$ cat config.mk
export PLATFORM = sky130hd
export DESIGN_NAME = fetch_sequencer
export DESIGN_NICKNAME = d
export VERILOG_FILES = /design/src/rtl/fetch_pkg.sv /design/src/rtl/fetch_sequencer.sv
export SDC_FILE = /design/constraint.sdc
export NUM_CORES = 1
export LEC_CHECK = 0
export ABC_AREA = 1
export CAP_MARGIN = 5
export CORE_ASPECT_RATIO = 1.4
export CORE_MARGIN = 4
export CORE_UTILIZATION = 52
export DETAILED_ROUTE_END_ITERATION = 8
export GPL_TIMING_DRIVEN = 0
export PLACE_DENSITY = 0.89
export SLEW_MARGIN = 20
export SYNTH_ARGS = -nofsm -noshare
export SYNTH_HDL_FRONTEND = slang
export SYNTH_SLANG_ARGS = --single-unit
$ cat constraint.sdc
create_clock -name CLK -period 3.34 [get_ports CLK]
set_clock_uncertainty 0.1 [all_clocks]
set_input_delay 0.334 -clock CLK [delete_from_list [all_inputs] [get_ports CLK]]
set_output_delay 0.334 -clock CLK [all_outputs]
set_load 0.005 [all_outputs]
$ cat src/rtl/fetch_pkg.sv
// Shared types and default geometry for the instruction fetch sequencer.
// Covers the 256 x 9-bit instruction ROM configuration.
package fetch_pkg;

  typedef enum logic [1:0] {
    IDLE   = 2'd0,
    FETCH  = 2'd1,
    RUN    = 2'd2,
    HALTED = 2'd3
  } fetch_state_t;

  localparam int         DEF_ADDR_W     = 8;
  localparam int         DEF_INSTR_W    = 9;
  localparam int         DEF_CNT_W      = 16;
  localparam logic [7:0] DEF_START_ADDR = 8'h00;

endpackage

$ cat src/rtl/fetch_sequencer.sv
// Program sequencer: owns the PC, drives the ROM address, registers the fetched instruction.
// Optional retired-instruction counter is enabled with the INSTR_COUNT_EN macro.
module fetch_sequencer
  import fetch_pkg::*;
#(
  parameter int                ADDR_W     = DEF_ADDR_W,
  parameter int                INSTR_W    = DEF_INSTR_W,
  parameter logic [ADDR_W-1:0] START_ADDR = ADDR_W'(DEF_START_ADDR)
`ifdef INSTR_COUNT_EN
  ,
  parameter int                CNT_W      = DEF_CNT_W
`endif
) (
  input  logic               CLK,
  input  logic               ResetN,
  input  logic               Start,
  input  logic               Stall,
  input  logic               BranchTaken,
  input  logic               BranchRel,
  input  logic [ADDR_W-1:0]  BranchTarget,
  input  logic               HaltReq,
  output logic [ADDR_W-1:0]  Address,
  input  logic [INSTR_W-1:0] InstrIn,
  output logic [INSTR_W-1:0] InstrOut,
  output logic [ADDR_W-1:0]  IRAddr,
  output logic               InstrValid,
  output logic               Running,
`ifdef INSTR_COUNT_EN
  output logic [CNT_W-1:0]   InstrCount,
`endif
  output logic               Done
);

  fetch_state_t       state_q, state_d;
  logic [ADDR_W-1:0]  pc_q, pc_d;
  logic [INSTR_W-1:0] ir_q, ir_d;
  logic [ADDR_W-1:0]  ir_addr_q, ir_addr_d;
  logic               valid_q, valid_d;
  logic               running_q, running_d;
  logic               done_q, done_d;
  logic               start_ok_s;
  logic [ADDR_W-1:0]  pc_inc_s;
  logic [ADDR_W-1:0]  br_target_s;

  assign start_ok_s = Start && ((state_q == IDLE) || (state_q == HALTED));
  assign pc_inc_s   = pc_q + {{(ADDR_W-1){1'b0}}, 1'b1};
  // A same-width add wraps modulo 2^ADDR_W, which equals adding the sign-extended offset.
  assign br_target_s = BranchRel ? (ir_addr_q + BranchTarget) : BranchTarget;

  // Next-state, next-PC and instruction register update.
  always_comb begin
    state_d   = state_q;
    pc_d      = pc_q;
    ir_d      = ir_q;
    ir_addr_d = ir_addr_q;
    valid_d   = valid_q;
    case (state_q)
      IDLE, HALTED: begin
        if (start_ok_s) begin
          pc_d    = START_ADDR;
          state_d = FETCH;
        end else begin
          state_d = state_q;
        end
      end
      FETCH: begin
        if (Stall) begin
          state_d = state_q;
        end else begin
          ir_d      = InstrIn;
          ir_addr_d = pc_q;
          pc_d      = pc_inc_s;
          valid_d   = 1'b1;
          state_d   = RUN;
        end
      end
      RUN: begin
        if (Stall) begin
          state_d = state_q;
        end else if (valid_q && HaltReq) begin
          valid_d = 1'b0;
          state_d = HALTED;
        end else if (valid_q && BranchTaken) begin
          pc_d    = br_target_s;
          valid_d = 1'b0;
          state_d = FETCH;
        end else begin
          ir_d      = InstrIn;
          ir_addr_d = pc_q;
          pc_d      = pc_inc_s;
          valid_d   = 1'b1;
        end
      end
      default: begin
        state_d = IDLE;
        valid_d = 1'b0;
      end
    endcase
  end

  // Status flags follow the next state so they line up with the state register.
  always_comb begin
    running_d = (state_d == FETCH) || (state_d == RUN);
    done_d    = (state_d == HALTED);
  end

  // Sequencer state and output registers.
  always_ff @(posedge CLK or negedge ResetN) begin
    if (!ResetN) begin
      state_q   <= IDLE;
      pc_q      <= START_ADDR;
      ir_q      <= {INSTR_W{1'b0}};
      ir_addr_q <= {ADDR_W{1'b0}};
      valid_q   <= 1'b0;
      running_q <= 1'b0;
      done_q    <= 1'b0;
    end else begin
      state_q   <= state_d;
      pc_q      <= pc_d;
      ir_q      <= ir_d;
      ir_addr_q <= ir_addr_d;
      valid_q   <= valid_d;
      running_q <= running_d;
      done_q    <= done_d;
    end
  end

  assign Address    = pc_q;
  assign InstrOut   = ir_q;
  assign IRAddr     = ir_addr_q;
  assign InstrValid = valid_q;
  assign Running    = running_q;
  assign Done       = done_q;

`ifdef INSTR_COUNT_EN
  logic [CNT_W-1:0] cnt_q, cnt_d;
  logic             retire_s;

  assign retire_s = (state_q == RUN) && valid_q && !Stall;

  // Retired-instruction counter: cleared on accepted Start, saturating at all-ones.
  always_comb begin
    cnt_d = cnt_q;
    if (start_ok_s) begin
      cnt_d = {CNT_W{1'b0}};
    end else if (retire_s && (cnt_q != {CNT_W{1'b1}})) begin
      cnt_d = cnt_q + {{(CNT_W-1){1'b0}}, 1'b1};
    end else begin
      cnt_d = cnt_q;
    end
  end

  // Counter register.
  always_ff @(posedge CLK or negedge ResetN) begin
    if (!ResetN) begin
      cnt_q <= {CNT_W{1'b0}};
    end else begin
      cnt_q <= cnt_d;
    end
  end

  assign InstrCount = cnt_q;
`endif

endmodule

==> out/metrics.cfg <==
[outcome]
outcome=completed

[critical_path]
rr_startpoint=IRAddr[0]$_DFFE_PN0P_
end_kind=flip-flop
cp.required_ps=3410
slowest_delay_ps=490
critPathBufInv=3
startpoint=BranchTarget[0]
cp_max_fo=2
cp.depth=14
cp_cell_sequence=clkdlybuf4s50_1 -> ha_1 -> inv_1 -> fa_1 -> inv_1 -> nand2_1 -> nand2_1 -> nand2_1 -> xor2_1 -> nand2_1 -> o211ai_1 -> nand2_1 -> nand2_1 -> nand2_1
critPathKind=input port to flip-flop
endpoint=Address[4]$_DFFE_PN0P_
start_kind=input port
crit_top_cell=nand2_1
setup.reg_to_reg.worst_slack_ps=1390
cp_slowest_cell=clkdlybuf4s50_1
arrival_ps=2180
cpLargestDelayFamily=buffers and inverters
reg2reg_depth=13
rr_endpoint=Address[4]$_DFFE_PN0P_

[cts]
ctsLongestPathBuffers=2
cts_root_buf=clkbuf_8
clk_pin_slew_worst_paths_ps=60
tritoncts=built
cts_made_buffers=5
post_cts_buffers=0
clkSinkCount=30
clock_latency_ps=290
h-tree-depth=2

[timing]
holdWs_ps=410
fin_crit_sh_pct=63.1
slew_violations=0
setup_viol=0
timing.fmax_mhz=475
relSlewSlack_pct=56.0
fin_crit_ps=2110
hold_viol=0
fin_ws_ps=1230
tightest_slew_ps=661
rsz0062_at_grt=false
final.setup.tns_ps=0

[power]
power_frac_seq_pct=31.6
power.net_switching_uw=717
p_int_uw=1210
cellPowerDensity_nw_per_um2=748
pwr-share-comb_pct=50.4
p_total_uw=1930
p_clk_share_pct=18.0
p_leak_uw=0.00128
ir_drop_v=0.000599
p_sw_share_pct=37.1

[logic_synthesis]
synth.distinct_cells=29
ys_warn_count=0
syn_area_per_cell_sq_um=7.91
synth_cells=241
ys_seq_area_share_pct=39.4
yosys_register_bits=30
syn_nets=277
synth_top_area_share_pct=39.4
netlist_area_sq_um=1910
synthTopCellsByArea=dfrtp_1, nand2_1, ha_1
synth_top_cell_by_area=dfrtp_1

[flow_run]
drv_cap=0

[grt]
grt_overflow=0
groute.usage.overall_pct=21.7
grt_pass1_vias=1760
grt_max_degree=31
antenna_found_initial=0
grt_use_met1_pct=24.0
grt_pass1_wl_microns=7780
met3_usage_pct=5.34
grtUsageMet2_pct=37.6
busiest_layer=met2

[die]
io_pins=52
num_rows=25
start_util_pct=55.4
core-area_sq_um=3440
die_y_microns=79.6
die_area_sq_um=4710
die_w_microns=59.2

[hold_path]
min_path_type=flip-flop to flip-flop

[routing]
via_count=1756
post_drt_wl_per_cell_microns=13.4
drtIter0Drc=71
dr.pass1.iters=4
drc_errors=0
viasPerCell=5.15
routed_wl_microns=4580
ant_nets=0

[cells_and_area]
diodes=0
fillers=266
drive_gt1_share_pct=9.97
area_growth_pct=35.5
nets=336
final_common_cell=nand2_1
final_cell_mix=nand2_1, clkdlybuf4s50_1, inv_1, dfrtp_1, o21ai_0
design_area_sq_um=2580

[placement]
place_ws_ps=960
placed_area_sq_um=2460
io_buffers=51
dpl.hpwl_microns=3440
place.gp.congestion=0.902

-- sequential cells by signal, summed over array words and instances (netlist names) --
signal / flops
InstrOut: 9
Address: 8
IRAddr: 8
state_q: 2
Done: 1
InstrValid: 1
Running: 1
-- Yosys cell counts, drive strengths merged --
cell type,instances
o21ai,19
nand2,75
o22ai,1
fa,1
inv,36
o32ai,1
mux2,10
a211oi,2
nor2,16
clkbuf,2
or2,3
ha,11
a21oi,11
nand3,12
xnor2,1
dfrtp,30
nand3b,1
xor2,6
buf,1
o211ai,2
-- repair_timing --
item                                   CTS  global route
hold buffers                             1             0
endpoints found under the hold margin   24             0
setup endpoints to repair                0             0
resized for setup                        0             0
-- final cells by class --
cell class | instances | area (sq um) | area share [%]
flip-flops and latches | 30 | 751 | 29.1
clock buffers | 8 | 110 | 4.27
well taps | 40 | 50.0 | 1.94
repair buffers | 52 | 515 | 20.0
multi-input cells | 172 | 1000 | 38.8
inverters | 36 | 135 | 5.24
plain buffers | 3 | 18.8 | 0.727
-- worst min-delay path by stage --
stage,from,endpoint,slack (ps),cells after the start
CTS,InstrOut[7]$_DFFE_PN0P_,InstrOut[7]$_DFFE_PN0P_,410,1
finish,InstrOut[7]$_DFFE_PN0P_,InstrOut[7]$_DFFE_PN0P_,410,1
detailed placement,ResetN,IRAddr[1]$_DFFE_PN0P_,300,1
global route,InstrOut[7]$_DFFE_PN0P_,InstrOut[7]$_DFFE_PN0P_,430,1
global placement,InstrOut[8]$_DFFE_PN0P_,InstrOut[8]$_DFFE_PN0P_,390,1
floorplan,ResetN,Address[0]$_DFFE_PN0P_,-60,0
-- power by group through the flow --
stage,registers [uW],logic (uW),clock network (uW)
2_1_floorplan,613,537,0
3_3_place_gp,608,936,0
3_5_place_dp,616,966,0
4_1_cts,611,983,355
5_1_grt,632,1090,370
6_report,611,973,348
-- per-stage QoR --
stage	util, %	std cells
after CTS	75.0	341
after global routing	75.0	341
final	75.0	341
after floorplan	-	241
after detailed placement	71.5	332
after global placement	71.7	332
-- routing by layer --
metal / share of wire [%] / vias to the layer above / routed length, microns
met5: 0 / - / 0
met4: 2.2 / 0 / 102
met3: 5.7 / 11 / 261
met2: 53 / 49 / 2440
met1: 39 / 810 / 1780
li1: - / 886 / -
-- kinds of logic (layout without fill, tap and decap cells) --
kind of cell | count (synthesis) | count (layout) | synth area share [%]
multiplexers | 10 | 10 | 7.09
AND/OR/NAND/NOR | 107 | 107 | 23.5
AO/OA/AOI/OAI | 36 | 36 | 10.4
XOR/XNOR | 7 | 7 | 3.22
buffers and inverters | 39 | 99 | 8.08
flip-flops | 30 | 30 | 39.4
adder cells (fa/ha/maj) | 12 | 12 | 8.27
Power figures use the tool's default switching activity.
